`src/rtl/l2_tcdm_arbiter.sv`:
```
// Round-robin arbiter sharing one L2 TCDM slave port among lint masters, with response tracking.
// Define L2_ARB_JTAG_PRIO_EN to give master 0 (JTAG) absolute priority over the others.
module l2_tcdm_arbiter #(
  parameter int unsigned NB_MASTERS  = 2,
  parameter int unsigned ADDR_WIDTH  = 32,
  parameter int unsigned DATA_WIDTH  = 32,
  parameter int unsigned MEM_LATENCY = 1
) (
  input  logic                             clk_i,
  input  logic                             rst_i,
  input  logic [NB_MASTERS-1:0]            m_req_i,
  input  logic [NB_MASTERS*ADDR_WIDTH-1:0] m_add_i,
  input  logic [NB_MASTERS-1:0]            m_wen_i,
  input  logic [NB_MASTERS*DATA_WIDTH-1:0] m_wdata_i,
  input  logic [NB_MASTERS*DATA_WIDTH/8-1:0] m_be_i,
  output logic [NB_MASTERS-1:0]            m_gnt_o,
  output logic [NB_MASTERS-1:0]            m_r_valid_o,
  output logic [DATA_WIDTH-1:0]            m_r_rdata_o,
  output logic                             s_req_o,
  output logic [ADDR_WIDTH-1:0]            s_add_o,
  output logic                             s_wen_o,
  output logic [DATA_WIDTH-1:0]            s_wdata_o,
  output logic [DATA_WIDTH/8-1:0]          s_be_o,
  input  logic                             s_gnt_i,
  input  logic [DATA_WIDTH-1:0]            s_r_rdata_i
);

  localparam int unsigned BeWidth = DATA_WIDTH / 8;
  localparam int unsigned IdWidth = (NB_MASTERS > 1) ? $clog2(NB_MASTERS) : 1;

  logic [IdWidth-1:0]   rr_q, rr_d;
  logic [IdWidth-1:0]   winner;
  logic [IdWidth:0]     cand_sum;
  logic [IdWidth:0]     next_sum;
  logic [IdWidth-1:0]   cand;
  logic                 found;
  logic                 eligible;
  logic                 xfer;
  logic [MEM_LATENCY-1:0] vld_q;
  logic [IdWidth-1:0]   id_q [MEM_LATENCY];

  assign s_req_o = (|m_req_i) & ~rst_i;
  assign xfer    = s_req_o & s_gnt_i;

  // Scan masters starting at rr_q, wrapping modulo NB_MASTERS; first requester wins.
  always_comb begin
    winner   = '0;
    found    = 1'b0;
    cand_sum = '0;
    cand     = '0;
    eligible = 1'b0;
`ifdef L2_ARB_JTAG_PRIO_EN
    if (m_req_i[0]) begin
      found = 1'b1;
    end
`endif
    for (int unsigned i = 0; i < NB_MASTERS; i++) begin
      cand_sum = {1'b0, rr_q} + (IdWidth+1)'(i);
      if (cand_sum >= (IdWidth+1)'(NB_MASTERS)) begin
        cand_sum = cand_sum - (IdWidth+1)'(NB_MASTERS);
      end
      cand = cand_sum[IdWidth-1:0];
`ifdef L2_ARB_JTAG_PRIO_EN
      eligible = m_req_i[cand] && (cand != '0);
`else
      eligible = m_req_i[cand];
`endif
      if (!found && eligible) begin
        winner = cand;
        found  = 1'b1;
      end
    end
  end

  always_comb begin
    next_sum = {1'b0, winner} + (IdWidth+1)'(1);
    if (next_sum >= (IdWidth+1)'(NB_MASTERS)) begin
      next_sum = '0;
    end
    rr_d = rr_q;
`ifdef L2_ARB_JTAG_PRIO_EN
    if (xfer && (winner != '0)) begin
      rr_d = next_sum[IdWidth-1:0];
    end
`else
    if (xfer) begin
      rr_d = next_sum[IdWidth-1:0];
    end
`endif
  end

  always_comb begin
    s_add_o   = '0;
    s_wen_o   = 1'b0;
    s_wdata_o = '0;
    s_be_o    = '0;
    if (s_req_o) begin
      s_add_o   = m_add_i[winner*ADDR_WIDTH +: ADDR_WIDTH];
      s_wen_o   = m_wen_i[winner];
      s_wdata_o = m_wdata_i[winner*DATA_WIDTH +: DATA_WIDTH];
      s_be_o    = m_be_i[winner*BeWidth +: BeWidth];
    end
  end

  always_comb begin
    m_gnt_o = '0;
    if (xfer) begin
      m_gnt_o[winner] = 1'b1;
    end
  end

  // Masked by reset so responses in flight when reset hits are never reported.
  always_comb begin
    m_r_valid_o = '0;
    if (vld_q[MEM_LATENCY-1] && !rst_i) begin
      m_r_valid_o[id_q[MEM_LATENCY-1]] = 1'b1;
    end
  end

  assign m_r_rdata_o = s_r_rdata_i;

  always_ff @(posedge clk_i) begin
    if (rst_i) begin
      rr_q  <= '0;
      vld_q <= '0;
      for (int unsigned k = 0; k < MEM_LATENCY; k++) begin
        id_q[k] <= '0;
      end
    end else begin
      rr_q     <= rr_d;
      vld_q[0] <= xfer;
      id_q[0]  <= winner;
      for (int unsigned k = 1; k < MEM_LATENCY; k++) begin
        vld_q[k] <= vld_q[k-1];
        id_q[k]  <= id_q[k-1];
      end
    end
  end

endmodule

```
`config.mk`:
```
export PLATFORM = sky130hd
export DESIGN_NAME = l2_tcdm_arbiter
export DESIGN_NICKNAME = d
export VERILOG_FILES = /design/src/rtl/l2_tcdm_arbiter.sv
export SDC_FILE = /design/constraint.sdc
export NUM_CORES = 1
export LEC_CHECK = 0
export BUFFER_PORTS_ARGS = -buffer_cell sky130_fd_sc_hd__buf_2
export CORE_AREA = 2 2 109 111
export CTS_CLUSTER_SIZE = 25
export DETAILED_ROUTE_END_ITERATION = 10
export DIE_AREA = 0 0 111 113
export PLACE_DENSITY = 0.66
export SLEW_MARGIN = 0
export SYNTH_ARGS = -nofsm -noshare
export SYNTH_HDL_FRONTEND = slang
export SYNTH_SLANG_ARGS = --single-unit
```
`constraint.sdc`:
```
create_clock -name clk_i -period 1.6 [get_ports clk_i]
set_input_delay 0.4 -clock clk_i [delete_from_list [all_inputs] [get_ports clk_i]]
set_output_delay 0.4 -clock clk_i [all_outputs]
set_load 0.01 [all_outputs]
```
==> Yosys cells after proc, flatten, opt, wreduce, memory -nomap -nowiden <==
Memory sizes are Yosys's and may differ from the RTL's.
Cells that the tools add are included.
{ "classes": {"addsub": 4, "order_cmp": 9, "shift": 3, "mux": 27, "n_bitwise": 3, "reduce_logical": 8} }
{ "op_table": {"columns": ["op", "count"], "rows": [
  ["64-bit by 7-bit indexed part select with 32-bit output", 2],
  ["32-bit two-way mux", 2],
  ["1-bit two-way mux", 20],
  ["1-bit by 2-bit < comparator with 1-bit output, second input constant", 4],
  ["8-bit by 4-bit indexed part select with 4-bit output", 1],
  ["1-bit by 1-bit adder with 2-bit output, second input constant", 2],
  ["2-bit >= comparator, second input constant", 2],
  ["1-bit logical AND", 4],
  ["2-bit two-way mux", 2],
  ["4-bit two-way mux", 1],
  ["1-bit bitwise AND", 2],
  ["1-bit demux with 1-bit select", 2],
  ["1-bit >= comparator, second input constant", 2],
  ["1-bit by 2-bit >= comparator with 1-bit output, second input constant", 1],
  ["1-bit logical NOT", 2],
  ["2-bit OR reduction", 1],
  ["1-bit subtractor, second input constant", 2],
  ["1-bit NOT", 1],
  ["1-bit OR reduction", 1]
]} }
{ "totals": {"register_bits": 2, "ram_bits": 1, "out_inout_bits": 106, "elab_cells": 57, "memories": 1} }
{ "mem_list": {"columns": ["memory", "depth", "width", "read_ports", "rd_clocked_by_memory_dff", "wr", "line_no", "rtl"], "rows": [
  ["id_q", 1, 1, 1, 0, 1, "40", "logic [IdWidth-1:0] id_q [MEM_LATENCY];"]
]} }

==> Depth between registers and ports, before layout <==
{ "depth": {"depth_word": 13, "ltp_mapped": 5, "depth_no_buf": 2} }

==> Worst setup path before layout <==
Ideal clock, no wire load.
{ "synth_timing": {"path_type": "input port to output port", "from": "in rst_i", "to": "out s_add_o[31]", "arrival_time_ns": 1.149, "slack_ns": 0.051, "path_stages": 4, "path_cell_list": "buf_4 buf_6 nand2b_1 o32ai_1"} }
{ "synth_between": {"elab_chain_cells": 3} }
{ "synth_lines": {"columns": ["element", "line_no", "rtl"], "rows": [
  ["from (decl)", "10", "input logic rst_i,"],
  ["1-bit NOT", "42", "assign s_req_o = (|m_req_i) & ~rst_i;"],
  ["1-bit bitwise AND", "42", null],
  ["32-bit two-way mux", "97", "if (s_req_o) begin"],
  ["to (decl)", "20", "output logic [ADDR_WIDTH-1:0] s_add_o,"]
]} }
No other way between the ends.

==> Final worst setup path <==
{ "layout_timing": {"from": "reg rr_q", "to": "out s_add_o[8]"} }
{ "layout_between": {"elab_chain_cells": 10, "word_cells_on_any_way": 18, "cone_classes": "add/sub (3); order compare (2); shift (1); mux (10); reduce/logical (2)"} }
{ "layout_lines": {"columns": ["element", "line_no", "rtl"], "rows": [
  ["from (decl)", "31", "logic [IdWidth-1:0] rr_q, rr_d;"],
  ["from (signal assigned)", "130", "rr_q <= rr_d;"],
  ["1-bit by 2-bit >= comparator with 1-bit output / 1-bit subtractor (equally long branches)", "59, 60", null],
  ["1-bit two-way mux", "59", "if (cand_sum >= (IdWidth+1)'(NB_MASTERS)) begin"],
  ["1-bit two-way mux (not written as such) (2 in a row)", "66", "eligible = m_req_i[cand];"],
  ["1-bit two-way mux", "68", "if (!found && eligible) begin"],
  ["1-bit logical NOT", "68", null],
  ["1-bit logical AND", "68", null],
  ["1-bit two-way mux *", "68", null],
  ["64-bit by 7-bit indexed part select with 32-bit output *", "98", "s_add_o = m_add_i[winner*ADDR_WIDTH +: ADDR_WIDTH];"],
  ["32-bit two-way mux *", "97", null]
]} }
Every way passes the cells marked *; elsewhere a longest branch is shown, timed or not. The select of a mux whose other input is x is not followed.

==> results.json <==
{
  "status": "complete, but fails checks",
  "violations": "negative setup slack",
  "drive_above_1_share_pct": 68.9,
  "finalSetupViolCount": 71,
  "synth_top_family_by_area": "compound AO/OA/AOI/OAI gates",
  "pwr_density_cell_nw_per_um2": 391,
  "dp_hpwl_um": 6380,
  "hold_viol": 0,
  "rsz0062_at_grt": "yes",
  "fmax_mhz": 577,
  "h-tree-depth": 1,
  "drc_errors": 0,
  "fin_area_um2": 4050,
  "syn_area_per_cell_um2": 8.91,
  "slew_headroom_pct": 81.3,
  "crit_fanout": 38,
  "antenna_found_initial": 0,
  "port_buffers": 216,
  "path_clk_slew_ns": 0.03,
  "synth-simple-area-share_pct": 34.9,
  "cts.sinks": 3,
  "syn_nets": 470,
  "synth_warnings": 0,
  "syn_area_um2": 2630,
  "synth_fa_ha_area_share_pct": 0,
  "die_width_um": 111,
  "routed_via_density": 4.75,
  "n_fill_cell": 1117,
  "endpoint_kind": "primary output",
  "cp.arrival_ns": 1.33,
  "synthCells": 295,
  "grt_pass1_wl_um": 13300,
  "synth.area.mux_share_pct": 0,
  "leakagePower_nw": 1.79,
  "setup_tns_ns": -7.36,
  "fin_worst_skew_ns": 0.00174,
  "worstSetupPathType": "reg -> out",
  "areaGrowthSynthToFinish_pct": 54.1,
  "cp_data_required_time_ns": 1.20,
  "multiInputGateArea_um2": 2250,
  "rrSetupSlack_ns": 0.62,
  "tightest_slew_ns": 0.280,
  "seq_area_um2": 61.3,
  "ys_ff_latch": 3,
  "drt-initial-drc-count": 75,
  "gp_congestion": 0.791,
  "ant_nets": 0,
  "n_antenna_cell": 0,
  "avgRoutedWirePerCell_um": 15.6,
  "post-place-ws_ns": -0.159,
  "final_nets": 639,
  "critPathLaunchType": "flop",
  "min_path_type": "in -> reg",
  "synth.distinct_cells": 17,
  "start_util_pct": 23.3,
  "fin_ws_ns": -0.134,
  "root_buffer": "clkbuf_16",
  "dp_cells": 595,
  "finalNonFillerCells": 606,
  "dr.pass1.iters": 3,
  "vdd_drop_max_v": 0.000309,
  "numCtsBuffers": 3,
  "cp-endpoint": "s_add_o[8]",
  "power_mw": 1.58,
  "core_um2": 11300,
  "fin_crit_sh_pct": 108,
  "regToRegEndpoint": "id_q[0]",
  "period_minus_slack_ns": 1.73,
  "clk_latency_ns": 0.22,
  "grt_max_degree": 80,
  "seq_area_frac_synth_pct": 2.28,
  "dpl_cell_area_um2": 3580,
  "dieArea_um2": 12500,
  "utilization_pct": 35.9,
  "worstRegToRegCells": 3,
  "grt_pass1_vias": 2725,
  "die_h_um": 113,
  "drv_cap": 0,
  "synth_xor_area_share_pct": 0,
  "startpoint": "rr_q",
  "cts_tree": "yes",
  "rows": 39,
  "boundaryPins": 281,
  "whs_ns": 0.421,
  "gr-total-overflow": 0,
  "reg2reg_from": "rr_q",
  "slew_viol_final": 0,
  "cts.path.max_buffers": 2,
  "grt_usage_pct": 12.5,
  "vias": 2881,
  "synth_compound_area_share_pct": 43.3,
  "routed_wl_um": 9430
}
sequential cells by signal, summed over array words and instances, names as in the netlist:
register  count
id_q          1
vld_q         1
rr_q          1
cell type report:
type,count,area share [%]
Multi-Input combinational cell,220,55.5
Clock buffer,4,1.95
Sequential cell,3,1.51
Timing Repair Buffer,235,36.2
Tap cell,143,4.42
Inverter,1,0.401
cells in the final DEF, fill, tap and decap left out:
cell type,instances
buf_12,7
o32ai_2,59
nand2b_1,131
nor3b_1,1
buf_4,6
nor2b_4,1
a21oi_1,1
buf_2,214
o32ai_4,10
a311oi_1,1
clkinv_8,1
dfxtp_1,2
clkbuf_16,7
buf_16,4
nor2_1,4
nor3_1,2
clkbuf_1,1
a21bo_4,1
nand2b_4,8
dfxtp_2,1
and3b_1,1
critical path, stage by stage, from the launching register on:
cell     delay [ns]
dfxtp_2        0.37
nor2b_4        0.07
buf_12         0.17
o32ai_4        0.28
buf_2          0.17
where the power goes:
part           internal [mW]  switching [mW]
registers             0.0802         0.00390
logic                  0.561           0.542
clock network          0.329          0.0690
cells in the mapped netlist:
| cell type | n | area share [%] |
|---|---|---|
| nand2b_1 | 139 | 33 |
| o32ai_1 | 1 | 0.33 |
| nor3_1 | 2 | 0.38 |
| nor2_1 | 4 | 0.57 |
| nor3b_1 | 1 | 0.29 |
| buf_2 | 8 | 1.5 |
| and3b_1 | 1 | 0.33 |
| inv_2 | 1 | 0.14 |
| clkbuf_1 | 13 | 1.9 |
| a21bo_2 | 1 | 0.38 |
| a311oi_1 | 1 | 0.33 |
| a21oi_1 | 1 | 0.19 |
| nor2b_1 | 1 | 0.24 |
| buf_6 | 12 | 5.1 |
| o32ai_2 | 68 | 42 |
| buf_4 | 38 | 11 |
| dfxtp_1 | 3 | 2.3 |
worst min-delay path by stage:
stage / cells past startpoint / start / endpoint
floorplan: 1 / rr_q / rr_q
global placement: 1 / rr_q / rr_q
detailed placement: 1 / rr_q / rr_q
CTS: 2 / s_gnt_i / rr_q
global route: 2 / s_gnt_i / rr_q
finish: 2 / s_gnt_i / rr_q
cells by family (layout without fill, tap and decap cells):
kind of cell,count (synthesis),in the layout
and+or+nand+nor,148,148
buffers and inverters,72,240
AOI/OAI and AO/OA,72,72
DFF,3,3
routing by layer:
layer	GRT usage [%]	vias to the layer above	share of wire, %
met3	2.52	14	7.8
met2	24.6	171	53
li1	-	1372	-
met5	0	-	0
met1	13.4	1324	38
met4	3.50	0	1.7
timing repair:
action	4_1_cts	5_1_grt
gates resized for setup	12	17
buffers inserted	0	0
gates cloned	3	4
endpoints found under the setup margin	71	71
hold buffers	0	0
Note: power is estimated with default switching activity, not from simulation.
